===== config.mk =====
export PLATFORM = sky130hd
export DESIGN_NAME = adc_sequencer
export DESIGN_NICKNAME = d
export VERILOG_FILES = /design/src/rtl/adc_seq_pkg.sv /design/src/rtl/adc_sequencer.sv
export SDC_FILE = /design/constraint.sdc
export NUM_CORES = 1
export LEC_CHECK = 0
export ABC_AREA = 1
export CORE_UTILIZATION = 58
export DETAILED_ROUTE_END_ITERATION = 7
export PLACE_DENSITY = 0.84
export SYNTH_ARGS = -nofsm -noshare
export SYNTH_HDL_FRONTEND = slang
export SYNTH_SLANG_ARGS = --single-unit
export TNS_END_PERCENT = 100

===== constraint.sdc =====
create_clock -name clk -period 4.5 [get_ports clk]
set_clock_uncertainty 0.1 [all_clocks]
set_input_delay 0.9 -clock clk [delete_from_list [all_inputs] [get_ports clk]]
set_output_delay 0.9 -clock clk [all_outputs]
set_load 0.1 [all_outputs]

===== src/rtl/adc_seq_pkg.sv =====
`default_nettype none
// ============================================================================
//  Module      : adc_seq_pkg
//  Description : Shared types and constants for the SAR ADC sequencer:
//                state encoding, comparator phase length, default result
//                width and the bit-count clamp helper.
//  Revision    : 1.0 - initial release
// ============================================================================
package adc_seq_pkg;

    localparam int ADC_SEQ_MAX_BITS    = 16;
    localparam int ADC_SEQ_COMP_CYCLES = 2;
    localparam int ADC_SEQ_STATE_W     = 3;

    typedef enum logic [ADC_SEQ_STATE_W-1:0] {
        ST_IDLE   = 3'd0,
        ST_INIT   = 3'd1,
        ST_SAMP   = 3'd2,
        ST_COMP1  = 3'd3,
        ST_COMP2  = 3'd4,
        ST_UPDATE = 3'd5,
        ST_DONE   = 3'd6
    } adc_seq_state_t;

    // Effective bit count: 0 behaves as 1, anything above max_bits saturates.
    function automatic logic [4:0] eff_nbits(input logic [4:0] n, input int max_bits);
        if (n == 5'd0) begin
            return 5'd1;
        end
        if (int'(n) > max_bits) begin
            return 5'(max_bits);
        end
        return n;
    endfunction

endpackage
`default_nettype wire


===== src/rtl/adc_sequencer.sv =====
`default_nettype none
// ============================================================================
//  Module      : adc_sequencer
//  Description : Timing-strobe generator and result collector for the SAR ADC
//                macro. One conversion per start (or back-to-back in
//                continuous mode), MSB-first shift of comp_out, result
//                handed to readout over valid/ready with a sticky overrun.
//  Revision    : 1.0 - initial release
// ============================================================================
module adc_sequencer
    import adc_seq_pkg::*;
#(
    parameter int MAX_BITS = ADC_SEQ_MAX_BITS,  // 2..31 (bit counter is 5 bits)
    parameter int SAMP_W   = 8
) (
    input  logic                clk,
    input  logic                rst,
    input  logic                start,
    input  logic                abort,
    input  logic [SAMP_W-1:0]   cfg_samp_cycles,
    input  logic [4:0]          cfg_nbits,
    input  logic                cfg_continuous,
    input  logic                comp_out,
    output logic                seq_init,
    output logic                seq_samp,
    output logic                seq_comp,
    output logic                seq_update,
    output logic                busy,
    output logic [MAX_BITS-1:0] result,
    output logic                result_valid,
    input  logic                result_ready,
    output logic                overrun
);

    localparam logic [SAMP_W-1:0] SAMP_ONE = SAMP_W'(1);

    adc_seq_state_t      state_q, state_d;
    logic [SAMP_W-1:0]   samp_len_q;
    logic [SAMP_W-1:0]   samp_cnt_q;
    logic [4:0]          nbits_q;
    logic [4:0]          bit_cnt_q;
    logic                cont_q;
    logic [MAX_BITS-1:0] shreg_q;
    logic [MAX_BITS-1:0] result_q;
    logic                result_valid_q;
    logic                overrun_q;
    logic                seq_init_q, seq_samp_q, seq_comp_q, seq_update_q;
    logic                busy_q;
    logic                handshake;
    logic                commit;

    assign handshake = result_valid_q && result_ready;
    // An abort landing on the DONE cycle suppresses the result.
    assign commit    = (state_q == ST_DONE) && !abort;

    // Next-state decode; abort overrides every transition.
    always_comb begin
        state_d = state_q;
        case (state_q)
            ST_IDLE:   if (start) state_d = ST_INIT;
            ST_INIT:   state_d = ST_SAMP;
            ST_SAMP:   if (samp_cnt_q == SAMP_ONE) state_d = ST_COMP1;
            ST_COMP1:  state_d = ST_COMP2;
            ST_COMP2:  state_d = ST_UPDATE;
            ST_UPDATE: state_d = (bit_cnt_q == 5'd1) ? ST_DONE : ST_COMP1;
            ST_DONE:   state_d = cont_q ? ST_INIT : ST_IDLE;
            default:   state_d = ST_IDLE;
        endcase
        if (abort) begin
            state_d = ST_IDLE;
        end
    end

    // State, counters, shift register, registered strobes and output buffer.
    always_ff @(posedge clk) begin
        if (rst) begin
            state_q        <= ST_IDLE;
            samp_len_q     <= '0;
            samp_cnt_q     <= '0;
            nbits_q        <= '0;
            bit_cnt_q      <= '0;
            cont_q         <= 1'b0;
            shreg_q        <= '0;
            result_q       <= '0;
            result_valid_q <= 1'b0;
            overrun_q      <= 1'b0;
            seq_init_q     <= 1'b0;
            seq_samp_q     <= 1'b0;
            seq_comp_q     <= 1'b0;
            seq_update_q   <= 1'b0;
            busy_q         <= 1'b0;
        end else begin
            state_q <= state_d;

            // Strobes are decoded from the next state so they line up with it.
            seq_init_q   <= (state_d == ST_INIT);
            seq_samp_q   <= (state_d == ST_SAMP);
            seq_comp_q   <= (state_d == ST_COMP1) || (state_d == ST_COMP2);
            seq_update_q <= (state_d == ST_UPDATE);
            busy_q       <= (state_d != ST_IDLE);

            // Configuration is frozen for the whole run (including restarts).
            if (state_q == ST_IDLE && state_d == ST_INIT) begin
                samp_len_q <= (cfg_samp_cycles == '0) ? SAMP_ONE : cfg_samp_cycles;
                nbits_q    <= eff_nbits(cfg_nbits, MAX_BITS);
                cont_q     <= cfg_continuous;
            end

            case (state_q)
                ST_INIT: begin
                    shreg_q    <= '0;
                    bit_cnt_q  <= nbits_q;
                    samp_cnt_q <= samp_len_q;
                end
                ST_SAMP:   samp_cnt_q <= samp_cnt_q - SAMP_ONE;
                ST_COMP2:  shreg_q    <= {shreg_q[MAX_BITS-2:0], comp_out};
                ST_UPDATE: bit_cnt_q  <= bit_cnt_q - 5'd1;
                default: ;
            endcase

            // Output buffer: load if empty or being drained, else flag overrun.
            if (handshake) begin
                overrun_q <= 1'b0;
            end
            if (commit) begin
                if (!result_valid_q || result_ready) begin
                    result_q       <= shreg_q;
                    result_valid_q <= 1'b1;
                end else begin
                    overrun_q <= 1'b1;
                end
            end else if (handshake) begin
                result_valid_q <= 1'b0;
            end
        end
    end

    assign seq_init     = seq_init_q;
    assign seq_samp     = seq_samp_q;
    assign seq_comp     = seq_comp_q;
    assign seq_update   = seq_update_q;
    assign busy         = busy_q;
    assign result       = result_q;
    assign result_valid = result_valid_q;
    assign overrun      = overrun_q;

endmodule
`default_nettype wire


==> results of run 1 <==
## power by group
| group | total [W] | internal [W] | switching [W] |
|---|---|---|---|
| logic | 0.000122 | 0.0000459 | 0.0000761 |
| clock network | 0.000479 | 0.000265 | 0.000214 |
| registers | 0.000634 | 0.000626 | 0.00000750 |
## placed cells by master, fill, tap and decap left out, types with 9 or more instances in the layout
cell type | synthesis | final
nor2_1 | 61 | 61
a21oi_1 | 27 | 27
inv_1 | 76 | 76
clkbuf_8 | 0 | 10
nand3_1 | 11 | 11
nand2_1 | 63 | 63
dfxtp_1 | 69 | 69
o22ai_1 | 18 | 18
nor3_1 | 9 | 9
o21ai_0 | 23 | 23
clkdlybuf4s50_1 | 0 | 42
## worst min path at each step
stage | end | cells after the start
finish | samp_cnt_q[1]$_SDFFE_PP0P_ | 2
global route | samp_cnt_q[1]$_SDFFE_PP0P_ | 2
CTS | samp_cnt_q[1]$_SDFFE_PP0P_ | 2
detailed placement | samp_cnt_q[1]$_SDFFE_PP0P_ | 2
global placement | samp_cnt_q[1]$_SDFFE_PP0P_ | 2
floorplan | samp_cnt_q[1]$_SDFFE_PP0P_ | 2
## state kept, by name, indices dropped and copies added (netlist names)
signal / flops
seq_samp: 1
nbits_q: 5
cont_q: 1
busy: 1
shreg_q: 16
overrun: 1
result: 16
seq_init: 1
seq_comp: 1
result_valid: 1
bit_cnt_q: 5
seq_update: 1
samp_cnt_q: 8
state_q: 3
samp_len_q: 8
## stage by stage
stage                     power [W]  std cells
after floorplan           0.0007311        417
after global placement    0.0007648        511
after detailed placement  0.0007682        511
after CTS                  0.001239        525
after global routing       0.001279        525
final                      0.001235        525
## area by class of cell
class,count,area (um^2)
sequential,69,1381
clock buffer,12,145.1
tap,67,83.83
clock inverter,2,35.03
fill,390,1226
inverter,80,300.3
multi-input combinational,252,1280
timing repair buffer,43,427.9
## cells by family (layout without fill, tap and decap cells)
logic type | Yosys count | after routing | synth area share
simple gates | 161 | 161 | 0.2360
buf+inv | 96 | 137 | 0.1225
compound gates | 85 | 85 | 0.1638
flops | 69 | 69 | 0.4554
fa+ha+maj | 4 | 4 | 0.01650
xor+xnor | 2 | 2 | 0.005777
## per-layer routing
layer | wire length [um] | up-vias | track usage | share of wire
met2 | 3199 | 52 | 0.4192 | 0.49
met1 | 3014 | 1260 | 0.3158 | 0.46
li1 | - | 1393 | - | -
met5 | 0 | - | 0 | 0
met3 | 277 | 9 | 0.07859 | 0.042
met4 | 61 | 0 | 0.07338 | 0.0093
==> impl_metrics.tcl, run 1 <==
set metrics [dict create \
    status "finished, final reports clean" \
    wl_mm 6.553 \
    drive_gt1_frac 0.06550 \
    avgSynthCellArea_um2 7.273 \
    antenna_found_initial 0 \
    holdWs_ns 0.3582 \
    worst-path-buf-inv 1 \
    final_area_mm2 0.003654 \
    synth_flop_cell "dfxtp_1" \
    grt_setup_unrepaired "no" \
    syn_inst 417 \
    finalSetupViolCount 0 \
    finalSetupTns_ns 0 \
    grt_max_degree 35 \
    worst-setup-path-type "reg2out" \
    vias_per_cell 5.170 \
    rows 25 \
    die_h_um 74.31 \
    worst_slew_pin_slew_ns 0.9889 \
    worstPathRequired_ns 3.50 \
    final-max-slew-violation-count 0 \
    area_delta_synth_final_pct 20.46 \
    cts.root.buffer_cell "clkbuf_8" \
    dr_total_vias 2714 \
    hold_buffers 0 \
    yosysSeqAreaShare 0.4554 \
    cp_max_fo 4 \
    pin_count 43 \
    arrival_ns 1.87 \
    pre_cts_slack_ns 1.458 \
    start_util 0.6215 \
    final_util 0.7487 \
    vdd_drop_max_v 0.0002398 \
    async_reset_ff_frac 0 \
    min_path_type "reg2reg" \
    drc 0 \
    post_cts_buffers 0 \
    synth_edf_count 0 \
    grt_pass1_wl_mm 10.63 \
    design.core.area_mm2 0.004880 \
    p_leak_nw 1.507 \
    synth_commonest_cells "76 x inv_1, 69 x dfxtp_1, 63 x nand2_1" \
    dr.pass1.iters 5 \
    io_buffers 42 \
    hold_viol_final 0 \
    reg2reg_to "shreg_q[2]$_SDFFE_PP0P_" \
    nets 479 \
    ys_warn_count 0 \
    ff2ff_path_depth 6 \
    crit_path_end "result_valid" \
    postPlaceCellArea_mm2 0.003473 \
    yosys.area.top_type_share 0.4554 \
    drt_iter0_drc 230 \
    die_w_um 74.31 \
    drv_cap 0 \
    period_share 0.6367 \
    antennaDiodeCount 0 \
    place.gp.congestion 0.8273 \
    ctsResizeCount 0 \
    r2r-start "state_q[2]$_SDFF_PP0_" \
    start_kind "flip-flop" \
    clock_latency_ns 0.34 \
    hpwlAfterDp_mm 4.443 \
    worst-path-stages 1 \
    end_kind "output port" \
    syn_nets 441 \
    grt_pass1_vias 2466 \
    worstHoldStart "samp_len_q[1]$_SDFFE_PP0P_" \
    ant_nets 0 \
    synth.most_common_cell "inv_1" \
    synthesis.area_mm2 0.003033 \
    cts_buffer_depth 2 \
    grt_use_total 0.2521 \
    r2r_slack_ns 2.17 \
    htreeDepth 3 \
    critical_path.startpoint "result_valid$_SDFFE_PP0P_" \
    max_stage_delay_ns 1.16 \
    max_freq_mhz 349.0 \
    cts_tree "yes" \
    setup_slack_ns 1.635 \
    slew_headroom 0.3400 \
    detail_route.wl_per_cell_um 12.48 \
    ys_types 35 \
    grt_overflow 0 \
    synth-seq-cells 69 \
    synth.area.top_cells "dfxtp_1 46%, inv_1 9.4%, nand2_1 7.8%, nor2_1 7.5%, a21oi_1 4.5%" \
    path_cells "clkdlybuf4s50_1" \
    crit_slowest_cell "clkdlybuf4s50_1" \
    cp_top_family "buffers and inverters" \
    period_minus_slack_ns 2.865 \
    clock_sinks 69 \
    clk_pin_slew_ns 0.07 \
    synth.largest_area_cell "dfxtp_1" \
    cts_buffers 9 \
    powerDensity_mw_per_mm2 337.9 \
    die_area_mm2 0.005522 \
]
No activity file was read; power rests on OpenSTA's default activity.
==> run 2: changes to the inputs <==
--- a/config.mk
+++ b/config.mk
@@ -6,9 +6,9 @@
 export NUM_CORES = 1
 export LEC_CHECK = 0
 export ABC_AREA = 1
-export CORE_UTILIZATION = 58
+export CORE_UTILIZATION = 54
 export DETAILED_ROUTE_END_ITERATION = 7
-export PLACE_DENSITY = 0.84
+export PLACE_DENSITY = 0.79
 export SYNTH_ARGS = -nofsm -noshare
 export SYNTH_HDL_FRONTEND = slang
 export SYNTH_SLANG_ARGS = --single-unit
==> constraint.sdc (replaced) <==
create_clock -name clk -period 2.8 [get_ports clk]
set_clock_uncertainty 0.1 [all_clocks]
set_input_delay 0.56 -clock clk [delete_from_list [all_inputs] [get_ports clk]]
set_output_delay 0.56 -clock clk [all_outputs]
set_load 0.1 [all_outputs]
==> run 2 against run 1 <==
Global-route usage decreased by 1.8 points; first-iteration DRC count increased by 30%; via count about the same; utilization decreased by 4.7 points; critical path depth increased by 7.
==> impl_metrics.tcl, run 2 (synthesis results as in run 1) <==
set metrics [dict create \
    clock_sinks 69 \
    ff2ff_path_depth 10 \
    final-max-slew-violation-count 0 \
    hold_end "samp_cnt_q[1]$_SDFFE_PP0P_" \
    grt_overflow 0 \
    area_delta_synth_final_pct 21.95 \
    drv_cap 0 \
    min_path_type "reg2reg" \
    wl_met3_um 259 \
    antenna_found_initial 0 \
    clk_pin_slew_ns 0.07 \
    die_area_mm2 0.005921 \
    worst-path-buf-inv 3 \
    worstHoldStart "samp_len_q[1]$_SDFFE_PP0P_" \
    grt_use_total 0.2340 \
    arrival_ns 2.30 \
    layout_common_cells "76 x inv_1, 69 x dfxtp_1, 63 x nand2_1, 61 x nor2_1, 28 x buf_4" \
    max_freq_mhz 472.6 \
    start_kind "input port" \
    place.gp.congestion 0.8423 \
    status "finished, final reports clean" \
    worst_slew_pin_slew_ns 0.6524 \
    slew_headroom 0.5618 \
    cts_tree "yes" \
    dr.max_layer_used "met4" \
    hpwlAfterDp_mm 4.535 \
    hold_buffers 0 \
    finalSetupViolCount 0 \
    period_share 0.7557 \
    p_clk_frac 0.450 \
    r2r_slack_ns 0.71 \
    combPwrFrac 0.090 \
    hold_viol_final 0 \
    cts_buffer_depth 2 \
    holdWs_ns 0.3677 \
    p_switching_w 0.0005119 \
    antennaDiodeCount 0 \
    powerDensity_mw_per_mm2 598.0 \
    wl_mm 6.455 \
    reg2reg_to "nbits_q[2]$_SDFFE_PP0P_" \
    finalPower_w 0.002212 \
    grt_max_degree 33 \
    drc 0 \
    max_stage_delay_ns 0.64 \
    detail_route.wl_per_cell_um 12.09 \
    io_buffers 42 \
    crit_slowest_cell "clkdlybuf4s50_1" \
    grt_setup_unrepaired "no" \
    vdd_drop_max_v 0.0005839 \
    die_w_um 76.95 \
    p_leak_nw 1.604 \
    grt_pass1_wl_mm 10.97 \
    drt_iter0_drc 298 \
    nets 483 \
    fill_cells 440 \
    grt_pass1_vias 2550 \
    dr_total_vias 2712 \
    final_util 0.7018 \
    seqCellArea_mm2 0.001381 \
    finalSetupTns_ns 0 \
    cp_top_family "buffers and inverters" \
    intPower_w 0.001700 \
    seq_power_share 0.460 \
    clock_latency_ns 0.34 \
    ant_nets 0 \
    pin_count 43 \
    path_cells "clkdlybuf4s50_1, o21bai_1, inv_1, a21oi_4, nand3_4, nand2_1, inv_1, nor2_1" \
    drive_gt1_frac 0.1293 \
    htreeDepth 3 \
    multi_input_area_mm2 0.001280 \
    cts.root.buffer_cell "clkbuf_8" \
    switching_share 0.2315 \
    rows 26 \
    r2r-start "state_q[2]$_SDFF_PP0_" \
    layout_commonest_cell "inv_1" \
    cp_max_fo 24 \
    worst-setup-path-type "in2reg" \
    cts_buffers 9 \
    end_kind "flip-flop" \
    design.core.area_mm2 0.005270 \
    post_cts_buffers 0 \
    die_h_um 76.95 \
    hold_depth 2 \
    worstPathRequired_ns 2.99 \
    vias_per_cell 5.079 \
    dr.pass1.iters 4 \
    period_minus_slack_ns 2.116 \
    ctsResizeCount 0 \
    wl_met2_mm 3.138 \
    start_util 0.5755 \
    m1WireLength_mm 2.985 \
    crit_path_frequent_cell "inv_1" \
]
## run 2: cell count changes in the layout (fill, tap and decap cells not counted)
cell             previous run  this run
clkinv_2                    1         0
bufinv_16                   1         3
clkbuf_1                    2         1
clkdlybuf4s50_1            42        19
buf_4                       1        28
clkinv_4                    0         2
## run 2: worst max path at each step
stage | start | endpoint | slack [ns] | cells past startpoint
5_1_grt | state_q[2]$_SDFF_PP0_ | result[0]$_SDFFE_PP0P_ | 0.52 | 7
3_5_place_dp | abort | samp_len_q[6]$_SDFFE_PP0P_ | 0.36 | 7
6_report | abort | nbits_q[2]$_SDFFE_PP0P_ | 0.68 | 8
3_3_place_gp | abort | samp_len_q[5]$_SDFFE_PP0P_ | 0.42 | 7
4_1_cts | abort | result[0]$_SDFFE_PP0P_ | 0.69 | 7
2_1_floorplan | result_valid$_SDFFE_PP0P_ | result[10]$_SDFFE_PP0P_ | 0.89 | 8
## run 2: area by class of cell
type	count	share of cell area
Multi-Input combinational cell	252	0.3461
Tap cell	70	0.02368
Inverter	80	0.08119
Sequential cell	69	0.3735
Clock buffer	11	0.03823
Clock inverter	5	0.02909
Timing Repair Buffer	47	0.1083
## run 2: worst register-to-register path, stage by stage, from the launching register on
cell and delay (ns):
dfxtp_1 0.61, inv_2 0.17, nor2_4 0.21, nand2_1 0.08
nand3_1 0.09, nor2_2 0.07, nor2_8 0.15, nand3_4 0.24
nand2_1 0.17, inv_1 0.07, nor2_1 0.09
## run 2: power groups by stage
stage          Clock [W]  Sequential (W)  Combinational (W)
3_5_place_dp           0         0.00104           0.000196
5_1_grt          0.00106         0.00102           0.000222
6_report        0.000995         0.00102           0.000199
3_3_place_gp           0         0.00104           0.000191
2_1_floorplan          0         0.00105           0.000123
4_1_cts          0.00101         0.00102           0.000199
## run 2: layer usage
metal / GRT usage / vias to the layer above
li1: - / 1412
met1: 0.2795 / 1232
met2: 0.3982 / 60
met3: 0.06429 / 8
met4: 0.08654 / 0
met5: 0 / -
## run 2: stage by stage
| stage | setup WS (ns) | std cells | cell area (um^2) |
|---|---|---|---|
| floorplan | 0.8867 | 417 | 3033 |
| global placement | 0.4187 | 518 | 3450 |
| detailed placement | 0.3616 | 518 | 3450 |
| CTS | 0.6924 | 534 | 3699 |
| global route | 0.5162 | 534 | 3699 |
| finish | 0.6842 | 534 | 3699 |
